### src/rtl/sc_frog_pkg.sv
// Shared encodings and width helper for the grid-aware Frogger game controller.
package sc_frog_pkg;

  localparam int unsigned ST_W = 4;
  typedef logic [ST_W-1:0] state_t;

  localparam state_t ST_RESET    = 4'd0;
  localparam state_t ST_IDLE     = 4'd1;
  localparam state_t ST_INIT     = 4'd2;
  localparam state_t ST_CHECK    = 4'd3;
  localparam state_t ST_MOVE     = 4'd4;
  localparam state_t ST_RELEASE  = 4'd5;
  localparam state_t ST_DIE      = 4'd6;
  localparam state_t ST_LEVELUP  = 4'd7;
  localparam state_t ST_GAMEOVER = 4'd8;

  typedef logic [1:0] dir_t;

  localparam dir_t DIR_UP    = 2'd0;
  localparam dir_t DIR_DOWN  = 2'd1;
  localparam dir_t DIR_LEFT  = 2'd2;
  localparam dir_t DIR_RIGHT = 2'd3;

  // Index width for a dimension of n entries, never below one bit.
  function automatic int unsigned idx_w(input int unsigned n);
    return (n > 1) ? int'($clog2(n)) : 1;
  endfunction

endpackage

### src/rtl/sc_statemachine_frog_if.sv
// Button/collision inputs and position/status outputs between the game controller and the playfield.
interface sc_statemachine_frog_if #(
  parameter int unsigned ROWS = 8,
  parameter int unsigned COLS = 8
);
  import sc_frog_pkg::*;

  localparam int unsigned RW = idx_w(ROWS);
  localparam int unsigned CW = idx_w(COLS);

  logic          startButton_InLow;
  logic          upButton_InLow;
  logic          downButton_InLow;
  logic          leftButton_InLow;
  logic          rightButton_InLow;
  logic          collision_InLow;
  logic [RW-1:0] row_Out;
  logic [CW-1:0] col_Out;
  logic [3:0]    lives_Out;
  logic [3:0]    level_Out;
  logic          clear_OutLow;
  logic          move_OutLow;
  logic          dead_OutLow;
  logic          levelUp_OutLow;
  logic          playing_Out;
  logic          gameOver_Out;
  logic          win_Out;

  modport master (
    input  startButton_InLow, upButton_InLow, downButton_InLow,
           leftButton_InLow, rightButton_InLow, collision_InLow,
    output row_Out, col_Out, lives_Out, level_Out,
           clear_OutLow, move_OutLow, dead_OutLow, levelUp_OutLow,
           playing_Out, gameOver_Out, win_Out
  );

  modport slave (
    output startButton_InLow, upButton_InLow, downButton_InLow,
           leftButton_InLow, rightButton_InLow, collision_InLow,
    input  row_Out, col_Out, lives_Out, level_Out,
           clear_OutLow, move_OutLow, dead_OutLow, levelUp_OutLow,
           playing_Out, gameOver_Out, win_Out
  );

endinterface

### src/rtl/sc_repeat_timer.sv
// Held-button auto-repeat timer; expired_c flags the last count of the repeat period.
module sc_repeat_timer
  import sc_frog_pkg::*;
#(
  parameter int unsigned REPEAT_CYCLES = 0
) (
  input  logic clk,
  input  logic rst,
  input  logic clear,
  input  logic enable,
  output logic expired_c
);

  if (REPEAT_CYCLES == 0) begin : g_off
    logic unused_in;
    assign unused_in = ^{clk, rst, clear, enable};
    assign expired_c = 1'b0;
  end else begin : g_on
    localparam int unsigned TW = idx_w(REPEAT_CYCLES);
    localparam logic [TW-1:0] LAST = TW'(REPEAT_CYCLES - 1);

    logic [TW-1:0] count;

    // Saturates at LAST so a stalled consumer never sees a wrap.
    always_ff @(posedge clk or posedge rst) begin
      if (rst)                           count <= '0;
      else if (clear)                    count <= '0;
      else if (enable && count != LAST)  count <= count + TW'(1);
    end

    assign expired_c = (count == LAST);
  end

endmodule

### src/rtl/sc_statemachine_frog.sv
// Frogger game controller: frog position on a ROWS x COLS grid, lives, levels and event strobes.
module sc_statemachine_frog
  import sc_frog_pkg::*;
#(
  parameter int unsigned COLS          = 8,
  parameter int unsigned ROWS          = 8,
  parameter int unsigned START_COL     = 3,
  parameter int unsigned LIVES         = 3,
  parameter int unsigned LEVELS        = 4,
  parameter int unsigned REPEAT_CYCLES = 0
) (
  input logic                    SC_STATEMACHINEFROG_CLOCK_50,
  input logic                    SC_STATEMACHINEFROG_RESET_InHigh,
  sc_statemachine_frog_if.master bus
);

  localparam int unsigned   RW         = idx_w(ROWS);
  localparam int unsigned   CW         = idx_w(COLS);
  localparam logic [RW-1:0] ROW_START  = RW'(ROWS - 1);
  localparam logic [CW-1:0] COL_START  = CW'(START_COL);
  localparam logic [CW-1:0] COL_MAX    = CW'(COLS - 1);
  localparam logic [3:0]    LIVES_INIT = 4'(LIVES);
  localparam logic [3:0]    LEVEL_LAST = 4'(LEVELS - 1);

  logic clk;
  logic rst;
  assign clk = SC_STATEMACHINEFROG_CLOCK_50;
  assign rst = SC_STATEMACHINEFROG_RESET_InHigh;

  state_t        state, state_nxt;
  dir_t          dir, dir_sel;
  logic [RW-1:0] row, row_mv;
  logic [CW-1:0] col, col_mv;
  logic [3:0]    lives, level;
  logic          win;

  logic          clear_n, move_n, dead_n, levelup_n, playing, game_over;
  logic          clear_n_nxt, move_n_nxt, dead_n_nxt, levelup_n_nxt, playing_nxt, game_over_nxt;

  logic [3:0]    dir_btn_n;
  logic          all_released, held, rpt_expired;

  assign dir_btn_n    = {bus.rightButton_InLow, bus.leftButton_InLow,
                         bus.downButton_InLow, bus.upButton_InLow};
  assign held         = ~dir_btn_n[dir];
  assign all_released = bus.startButton_InLow & (&dir_btn_n);

  // Repeat count restarts on every RELEASE entry and whenever the latched button lets go.
  sc_repeat_timer #(.REPEAT_CYCLES(REPEAT_CYCLES)) u_repeat (
    .clk       (clk),
    .rst       (rst),
    .clear     ((state != ST_RELEASE) || !held),
    .enable    (held),
    .expired_c (rpt_expired)
  );

  // Target position for the latched direction; CHECK only latches legal moves.
  always_comb begin
    row_mv = row;
    col_mv = col;
    case (dir)
      DIR_UP:    row_mv = row - RW'(1);
      DIR_DOWN:  row_mv = row + RW'(1);
      DIR_LEFT:  col_mv = col - CW'(1);
      DIR_RIGHT: col_mv = col + CW'(1);
      default:   ;
    endcase
  end

  always_ff @(posedge clk or posedge rst) begin
    if (rst) state <= ST_RESET;
    else     state <= state_nxt;
  end

  always_comb begin
    state_nxt = state;
    dir_sel   = dir;
    case (state)
      ST_RESET: state_nxt = ST_IDLE;
      ST_IDLE:  if (!bus.startButton_InLow) state_nxt = ST_INIT;
      ST_INIT:  state_nxt = ST_RELEASE;
      ST_CHECK: begin
        // Blocked directions fall through to the next button in priority order.
        if (!bus.collision_InLow)                             state_nxt = ST_DIE;
        else if (!bus.startButton_InLow)                      state_nxt = ST_INIT;
        else if (!bus.upButton_InLow && row != '0) begin
          state_nxt = ST_MOVE; dir_sel = DIR_UP;
        end else if (!bus.downButton_InLow && row != ROW_START) begin
          state_nxt = ST_MOVE; dir_sel = DIR_DOWN;
        end else if (!bus.leftButton_InLow && col != '0) begin
          state_nxt = ST_MOVE; dir_sel = DIR_LEFT;
        end else if (!bus.rightButton_InLow && col != COL_MAX) begin
          state_nxt = ST_MOVE; dir_sel = DIR_RIGHT;
        end
      end
      ST_MOVE:     state_nxt = (row_mv == '0) ? ST_LEVELUP : ST_RELEASE;
      ST_RELEASE: begin
        if (!bus.collision_InLow)      state_nxt = ST_DIE;
        else if (all_released)         state_nxt = ST_CHECK;
        else if (held && rpt_expired)  state_nxt = ST_CHECK;
      end
      ST_DIE:      state_nxt = (lives <= 4'd1) ? ST_GAMEOVER : ST_RELEASE;
      ST_LEVELUP:  state_nxt = (level == LEVEL_LAST) ? ST_GAMEOVER : ST_RELEASE;
      ST_GAMEOVER: if (!bus.startButton_InLow) state_nxt = ST_INIT;
      default:     state_nxt = ST_RESET;
    endcase
  end

  // Moore outputs decoded from the upcoming state so the flops track the state register.
  always_comb begin
    clear_n_nxt   = 1'b1;
    move_n_nxt    = 1'b1;
    dead_n_nxt    = 1'b1;
    levelup_n_nxt = 1'b1;
    playing_nxt   = 1'b0;
    game_over_nxt = 1'b0;
    case (state_nxt)
      ST_INIT:     clear_n_nxt = 1'b0;
      ST_CHECK:    playing_nxt = 1'b1;
      ST_MOVE:     begin move_n_nxt = 1'b0;    playing_nxt = 1'b1; end
      ST_RELEASE:  playing_nxt = 1'b1;
      ST_DIE:      begin dead_n_nxt = 1'b0;    playing_nxt = 1'b1; end
      ST_LEVELUP:  begin levelup_n_nxt = 1'b0; playing_nxt = 1'b1; end
      ST_GAMEOVER: game_over_nxt = 1'b1;
      default:     ;
    endcase
  end

  always_ff @(posedge clk or posedge rst) begin
    if (rst) begin
      clear_n   <= 1'b1;
      move_n    <= 1'b1;
      dead_n    <= 1'b1;
      levelup_n <= 1'b1;
      playing   <= 1'b0;
      game_over <= 1'b0;
    end else begin
      clear_n   <= clear_n_nxt;
      move_n    <= move_n_nxt;
      dead_n    <= dead_n_nxt;
      levelup_n <= levelup_n_nxt;
      playing   <= playing_nxt;
      game_over <= game_over_nxt;
    end
  end

  // Game datapath: updates on the edge that leaves INIT/CHECK/MOVE/DIE/LEVELUP.
  always_ff @(posedge clk or posedge rst) begin
    if (rst) begin
      row   <= ROW_START;
      col   <= COL_START;
      lives <= LIVES_INIT;
      level <= '0;
      win   <= 1'b0;
      dir   <= DIR_UP;
    end else begin
      case (state)
        ST_INIT: begin
          row   <= ROW_START;
          col   <= COL_START;
          lives <= LIVES_INIT;
          level <= '0;
          win   <= 1'b0;
        end
        ST_CHECK: dir <= dir_sel;
        ST_MOVE: begin
          row <= row_mv;
          col <= col_mv;
        end
        ST_DIE: begin
          lives <= lives - 4'd1;
          if (state_nxt == ST_RELEASE) begin
            row <= ROW_START;
            col <= COL_START;
          end
        end
        ST_LEVELUP: begin
          if (state_nxt == ST_GAMEOVER) begin
            win <= 1'b1;
          end else begin
            level <= level + 4'd1;
            row   <= ROW_START;
            col   <= COL_START;
          end
        end
        default: ;
      endcase
    end
  end

  assign bus.row_Out        = row;
  assign bus.col_Out        = col;
  assign bus.lives_Out      = lives;
  assign bus.level_Out      = level;
  assign bus.win_Out        = win;
  assign bus.clear_OutLow   = clear_n;
  assign bus.move_OutLow    = move_n;
  assign bus.dead_OutLow    = dead_n;
  assign bus.levelUp_OutLow = levelup_n;
  assign bus.playing_Out    = playing;
  assign bus.gameOver_Out   = game_over;

endmodule

### src/flat_wrapper.sv
// flat-port wrapper written by rule: the top's interface ports become plain ports
module sc_statemachine_frog_flat import sc_frog_pkg::*;
#(
  parameter int unsigned COLS          = 8,
  parameter int unsigned ROWS          = 8,
  parameter int unsigned START_COL     = 3,
  parameter int unsigned LIVES         = 3,
  parameter int unsigned LEVELS        = 4,
  parameter int unsigned REPEAT_CYCLES = 0
)
  (SC_STATEMACHINEFROG_CLOCK_50, SC_STATEMACHINEFROG_RESET_InHigh, bus_startButton_InLow, bus_upButton_InLow, bus_downButton_InLow, bus_leftButton_InLow, bus_rightButton_InLow, bus_collision_InLow, bus_row_Out, bus_col_Out, bus_lives_Out, bus_level_Out, bus_clear_OutLow, bus_move_OutLow, bus_dead_OutLow, bus_levelUp_OutLow, bus_playing_Out, bus_gameOver_Out, bus_win_Out);
  sc_statemachine_frog_if #(.ROWS(ROWS), .COLS(COLS)) bus_i ();
  input logic SC_STATEMACHINEFROG_CLOCK_50;
  input logic SC_STATEMACHINEFROG_RESET_InHigh;
  input wire logic [$bits(bus_i.startButton_InLow)-1:0] bus_startButton_InLow;
  input wire logic [$bits(bus_i.upButton_InLow)-1:0] bus_upButton_InLow;
  input wire logic [$bits(bus_i.downButton_InLow)-1:0] bus_downButton_InLow;
  input wire logic [$bits(bus_i.leftButton_InLow)-1:0] bus_leftButton_InLow;
  input wire logic [$bits(bus_i.rightButton_InLow)-1:0] bus_rightButton_InLow;
  input wire logic [$bits(bus_i.collision_InLow)-1:0] bus_collision_InLow;
  output wire logic [$bits(bus_i.row_Out)-1:0] bus_row_Out;
  output wire logic [$bits(bus_i.col_Out)-1:0] bus_col_Out;
  output wire logic [$bits(bus_i.lives_Out)-1:0] bus_lives_Out;
  output wire logic [$bits(bus_i.level_Out)-1:0] bus_level_Out;
  output wire logic [$bits(bus_i.clear_OutLow)-1:0] bus_clear_OutLow;
  output wire logic [$bits(bus_i.move_OutLow)-1:0] bus_move_OutLow;
  output wire logic [$bits(bus_i.dead_OutLow)-1:0] bus_dead_OutLow;
  output wire logic [$bits(bus_i.levelUp_OutLow)-1:0] bus_levelUp_OutLow;
  output wire logic [$bits(bus_i.playing_Out)-1:0] bus_playing_Out;
  output wire logic [$bits(bus_i.gameOver_Out)-1:0] bus_gameOver_Out;
  output wire logic [$bits(bus_i.win_Out)-1:0] bus_win_Out;
  assign bus_i.startButton_InLow = bus_startButton_InLow;
  assign bus_i.upButton_InLow = bus_upButton_InLow;
  assign bus_i.downButton_InLow = bus_downButton_InLow;
  assign bus_i.leftButton_InLow = bus_leftButton_InLow;
  assign bus_i.rightButton_InLow = bus_rightButton_InLow;
  assign bus_i.collision_InLow = bus_collision_InLow;
  assign bus_row_Out = bus_i.row_Out;
  assign bus_col_Out = bus_i.col_Out;
  assign bus_lives_Out = bus_i.lives_Out;
  assign bus_level_Out = bus_i.level_Out;
  assign bus_clear_OutLow = bus_i.clear_OutLow;
  assign bus_move_OutLow = bus_i.move_OutLow;
  assign bus_dead_OutLow = bus_i.dead_OutLow;
  assign bus_levelUp_OutLow = bus_i.levelUp_OutLow;
  assign bus_playing_Out = bus_i.playing_Out;
  assign bus_gameOver_Out = bus_i.gameOver_Out;
  assign bus_win_Out = bus_i.win_Out;
  sc_statemachine_frog #(.COLS(COLS), .ROWS(ROWS), .START_COL(START_COL), .LIVES(LIVES), .LEVELS(LEVELS), .REPEAT_CYCLES(REPEAT_CYCLES)) u_core (.SC_STATEMACHINEFROG_CLOCK_50(SC_STATEMACHINEFROG_CLOCK_50), .SC_STATEMACHINEFROG_RESET_InHigh(SC_STATEMACHINEFROG_RESET_InHigh), .bus(bus_i));
endmodule
### config.mk
export PLATFORM = sky130hd
export DESIGN_NAME = sc_statemachine_frog_flat
export DESIGN_NICKNAME = d
export VERILOG_FILES = /design/src/rtl/sc_frog_pkg.sv /design/src/rtl/sc_statemachine_frog_if.sv /design/src/rtl/sc_repeat_timer.sv /design/src/rtl/sc_statemachine_frog.sv /design/src/flat_wrapper.sv
export SDC_FILE = /design/constraint.sdc
export NUM_CORES = 1
export LEC_CHECK = 0
export CAP_MARGIN = 30
export CORE_UTILIZATION = 48
export DETAILED_ROUTE_END_ITERATION = 10
export PLACE_DENSITY = 0.72
export SLEW_MARGIN = 20
export SYNTH_ARGS = -nofsm -noshare
export SYNTH_HDL_FRONTEND = slang
export SYNTH_HIERARCHICAL = 1
export SYNTH_SLANG_ARGS = --single-unit
### constraint.sdc
create_clock -name SC_STATEMACHINEFROG_CLOCK_50 -period 3 [get_ports SC_STATEMACHINEFROG_CLOCK_50]
set_clock_uncertainty 0.15 [all_clocks]
set_input_delay 0.6 -clock SC_STATEMACHINEFROG_CLOCK_50 [delete_from_list [all_inputs] [get_ports SC_STATEMACHINEFROG_CLOCK_50]]
set_output_delay 0.6 -clock SC_STATEMACHINEFROG_CLOCK_50 [all_outputs]
set_load 0.05 [all_outputs]
# Word level (Yosys, flattened, before mapping)

Cells that the tools add are included.

Flip-flop bits (word level): 27
Bits of input ports: 8

Add/subtract/negate cells: 6
$lt $le $gt $ge: 1
Eq/ne operators: 25
Mux-type cells: 36
Bitwise operators: 1
Reductions and logical operators: 25

Operators by type and width:

| kind                  | number |
|---|---|
| $mux W4               | 12 |
| $eq A4 B3 Y1 const B  | 8 |
| $pmux W4 S8           | 1 |
| $pmux W3 S4           | 2 |
| $eq A4 B2 Y1 const B  | 5 |
| $pmux W4 S2           | 2 |
| $mux W3               | 4 |
| $pmux W3 S2           | 2 |
| $reduce_and A4 Y1     | 3 |
| $mux W2               | 5 |
| $ne A3 B3 Y1 const B  | 3 |
| $eq A4 B4 Y1 const B  | 2 |
| $reduce_bool A4 Y1    | 2 |
| $mux W1               | 7 |
| $add A3 B1 Y3 const B | 2 |
| $reduce_bool A3 Y1    | 2 |
| $sub A3 B1 Y3 const B | 2 |
| $reduce_or A5 Y1      | 1 |
| $add A4 B1 Y4 const B | 1 |
| $eq A2 B2 Y1 const B  | 2 |
| $eq A4 B1 Y1 const B  | 1 |
| $le A4 B1 Y1 const B  | 1 |
| $logic_and A1 B1 Y1   | 4 |
| $logic_not A1 Y1      | 4 |
| other kinds (13)      | 16 |

# Longest topological paths before layout

Gate-level depths: netlist of run 1.

Depth after elaboration: 12
Gate-level depth with buffers: 9
Mapped depth without buffers: 8

# By module

The synthesis of run 1 kept the hierarchy.

By module, submodules not included:

| module               | times used | cells each | area an instance (um2) | seq. area each (um2) |
|---|---|---|---|---|
| sc_statemachine_frog | 1          | 175        | 1749.2                 | 689.4 |
| sc_repeat_timer      | 1          | 2          | 11.3                   | 0.0 |

# Worst setup path before layout of run 1

No wires, ideal clock.

Kind: register -> register
From: register u_core/dir[1] (netlist name)
To: register u_core.dir[0]
Arrival time: 2.509 ns
Path slack: 0.216 ns
Stages on the path, launching flop included: 10
Buffers on the path: 1
Period minus slack after synthesis: 2.784 ns
Cells stage by stage: dfrtp_1 clkbuf_1 or2b_1 fa_1 xor2_2 mux2i_1 o211ai_1 nand4_1 nor3b_4 mux2_4

RTL lines:

| what                   | line                        | text |
|---|---|---|
| end signal: assignment | sc_statemachine_frog.sv:165 | `ST_CHECK: dir <= dir_sel;` |
| end: declaration       | sc_statemachine_frog.sv:31  | `dir_t dir, dir_sel;` |

==> results.json, run 1 <==
{
  "cts.repair.resized": 0,
  "worstPathRequired_ns": 3.08,
  "clkPwrFrac_pct": 7.5,
  "synth_cells": 176,
  "fill_cells": 306,
  "power_density_mw_per_mm2": 997,
  "max_slew_margin_pct": 62.6,
  "cts_max_path_buffers": 2,
  "hpwlAfterDp_um": 2910,
  "gp_congestion": 0.849,
  "seq_power_share_pct": 33.4,
  "clkTransAtPathRegs_ns": 0.14,
  "syn_to_final_growth_pct": 19.6,
  "core.rowCount": 21,
  "rsz0062_at_grt": "false",
  "nNetsFinal": 217,
  "cts_setup_buffers": 0,
  "grt_max_degree": 28,
  "antennaDiodeCount": 0,
  "reg2reg_depth": 8,
  "hold_depth": 2,
  "clk_latency_ns": 0.32,
  "p_int_mw": 1.07,
  "grt-ovfl-total": 0,
  "hold_violations": 0,
  "fin_setup_tns_ns": 0,
  "io_pins": 29,
  "dieWidth_um": 62.5,
  "p_sw_mw": 1.03,
  "cpMaxStageDelayCell": "fa_1",
  "htreeDepth": 1,
  "status": "complete, no violations",
  "end_kind": "register",
  "crit_path_start_kind": "register",
  "drc_errors": 0,
  "coreArea_mm2": 0.00342,
  "cts-root-buf": "clkbuf_4",
  "r2r_setup_slack_ns": 0.27,
  "tightest_slew_ns": 0.560,
  "final-setup-viol-count": 0,
  "cp_slowest_stage_delay_ns": 0.40,
  "syn_area_per_cell_um2": 9.98,
  "final_util_pct": 61.5,
  "layout-drive-gt1-share_pct": 18.2,
  "grtUsageTotal_pct": 21.1,
  "initial_utilization_pct": 51.4,
  "r2r_end": "u_core/dir[0]",
  "max_freq_mhz": 366,
  "antenna_found_initial": 0,
  "hold_class": "reg2reg",
  "ant_nets": 0,
  "vdd_ir_drop_max_mv": 0.531,
  "syn_area_mm2": 0.00176,
  "drtPass1Iterations": 4,
  "clock_sinks": 27,
  "min_from": "u_core/bus.win_Out",
  "drv_slew": 0,
  "swShare_pct": 49.0,
  "drt-total-wl_um": 3790,
  "p_leak_nw": 0.838,
  "grt_pass1_vias": 1413,
  "yosysWarnings": 6,
  "min_period_ns": 2.73,
  "combPwrFrac_pct": 59.1,
  "crit_chain": "or2b_1, fa_1, xor2_2, mux2i_1, o211ai_1, nand4_1, nor3b_4, mux2_4",
  "wl_per_cell_um": 15.2,
  "vias": 1436,
  "port_buffers": 28,
  "viasPerCell": 5.77,
  "grt_pass1_wl_um": 6670,
  "die_h_um": 62.5,
  "synth_fp_nets": 189,
  "dieArea_mm2": 0.00391,
  "cts_tree": "built",
  "cp_data_arrival_time_ns": 2.81,
  "crit_start": "u_core/dir[0]",
  "rr_startpoint": "u_core/dir[0]",
  "cp-endpoint": "u_core/dir[0]",
  "maxCapViolCount": 0,
  "period_share_pct": 91.1,
  "drtIter0Drc": 51,
  "ctsHoldBuffers": 0,
  "cp_max_fo": 4,
  "crit_type": "reg2reg",
  "cts_buffers": 3
}
## metal layers
layer	vias to the layer above	global-route usage (%)	share of wire [%]
li1	692	-	-
met1	715	28.8	47
met2	27	36.5	51
met3	2	2.55	2.5
met4	0	3.20	0.24
met5	-	0	0
## placed cells by master (no fill, tap or decap), drive strengths merged, types with 3 or more instances in the layout
cell            n
a21oi           7
a22o            3
a31oi           4
buf             4
clkbuf          4
clkdlybuf4s50  28
dfrtp          16
dfstp          11
ha              3
inv             8
mux2i           4
nand2          16
nand2b          6
nand3           5
nand4           6
nor2           17
nor3            3
nor3b           4
o211ai          3
o21ai           9
o22a            3
o31ai           3
## sequential cells by signal, indices dropped and copies added (netlist names)
name and flops:
u_core/bus.level_Out 4, u_core/bus.lives_Out 4, u_core/state 4, u_core/bus.col_Out 3
u_core/bus.row_Out 3, u_core/dir 2, u_core/bus.clear_OutLow 1, u_core/bus.dead_OutLow 1
u_core/bus.gameOver_Out 1, u_core/bus.levelUp_OutLow 1, u_core/bus.move_OutLow 1, u_core/bus.playing_Out 1
u_core/bus.win_Out 1
## worst max-delay path, delay by kind of cell (launching register included)
kind	cells	cell delay, ns
AOI/OAI and AO/OA	1	0.26
muxes	2	0.42
xor gates and xnor gates	1	0.21
DFF	1	0.39
and+or+nand+nor	3	0.80
adders and majority gates	1	0.40
## cell type report
type                            count  area, um^2  share of cell area (%)
Sequential cell                    27         689                    32.8
Inverter                            8        30.0                    1.43
Multi-Input combinational cell    132         987                    47.0
Clock buffer                        4        26.3                    1.25
Tap cell                           46        57.6                    2.74
Timing Repair Buffer               32         310                    14.8
## power groups by stage
stage | combinational (mW) | clock [mW] | sequential [mW]
final | 1.24 | 0.158 | 0.699
after CTS | 1.24 | 0.163 | 0.698
after floorplan | 0.716 | 0 | 0.898
after detailed placement | 1.23 | 0 | 0.704
after global placement | 1.21 | 0 | 0.694
after global routing | 1.33 | 0.174 | 0.726
## worst min path at each step
stage,end,slack [ns]
after CTS,u_core/bus.lives_Out[1],0.39
final,u_core/bus.win_Out,0.39
after global placement,u_core/bus.win_Out,0.34
after floorplan,u_core/bus.lives_Out[1],0.45
after global routing,u_core/bus.lives_Out[1],0.42
after detailed placement,u_core/bus.win_Out,0.37
## metrics by stage
stage          total power [mW]  instance area (um^2)  instances  hold slack (ns)  setup slack [ns]
2_1_floorplan              1.61                  1760        176            0.453             0.216
3_3_place_gp               1.90                  2070        245            0.340             0.217
3_5_place_dp               1.94                  2070        245            0.365             0.172
4_1_cts                    2.10                  2100        249            0.394             0.280
5_1_grt                    2.23                  2100        249            0.420             0.172
6_report                   2.10                  2100        249            0.392             0.267
Note: power is estimated with default switching activity, not from simulation.
==> run 2, diff against run 1 <==
Settings changed: HOLD_SLACK_MARGIN set to 0.05.
==> results of run 2 <==
The final DEF is identical to that of run 1; final timing and power are the same.
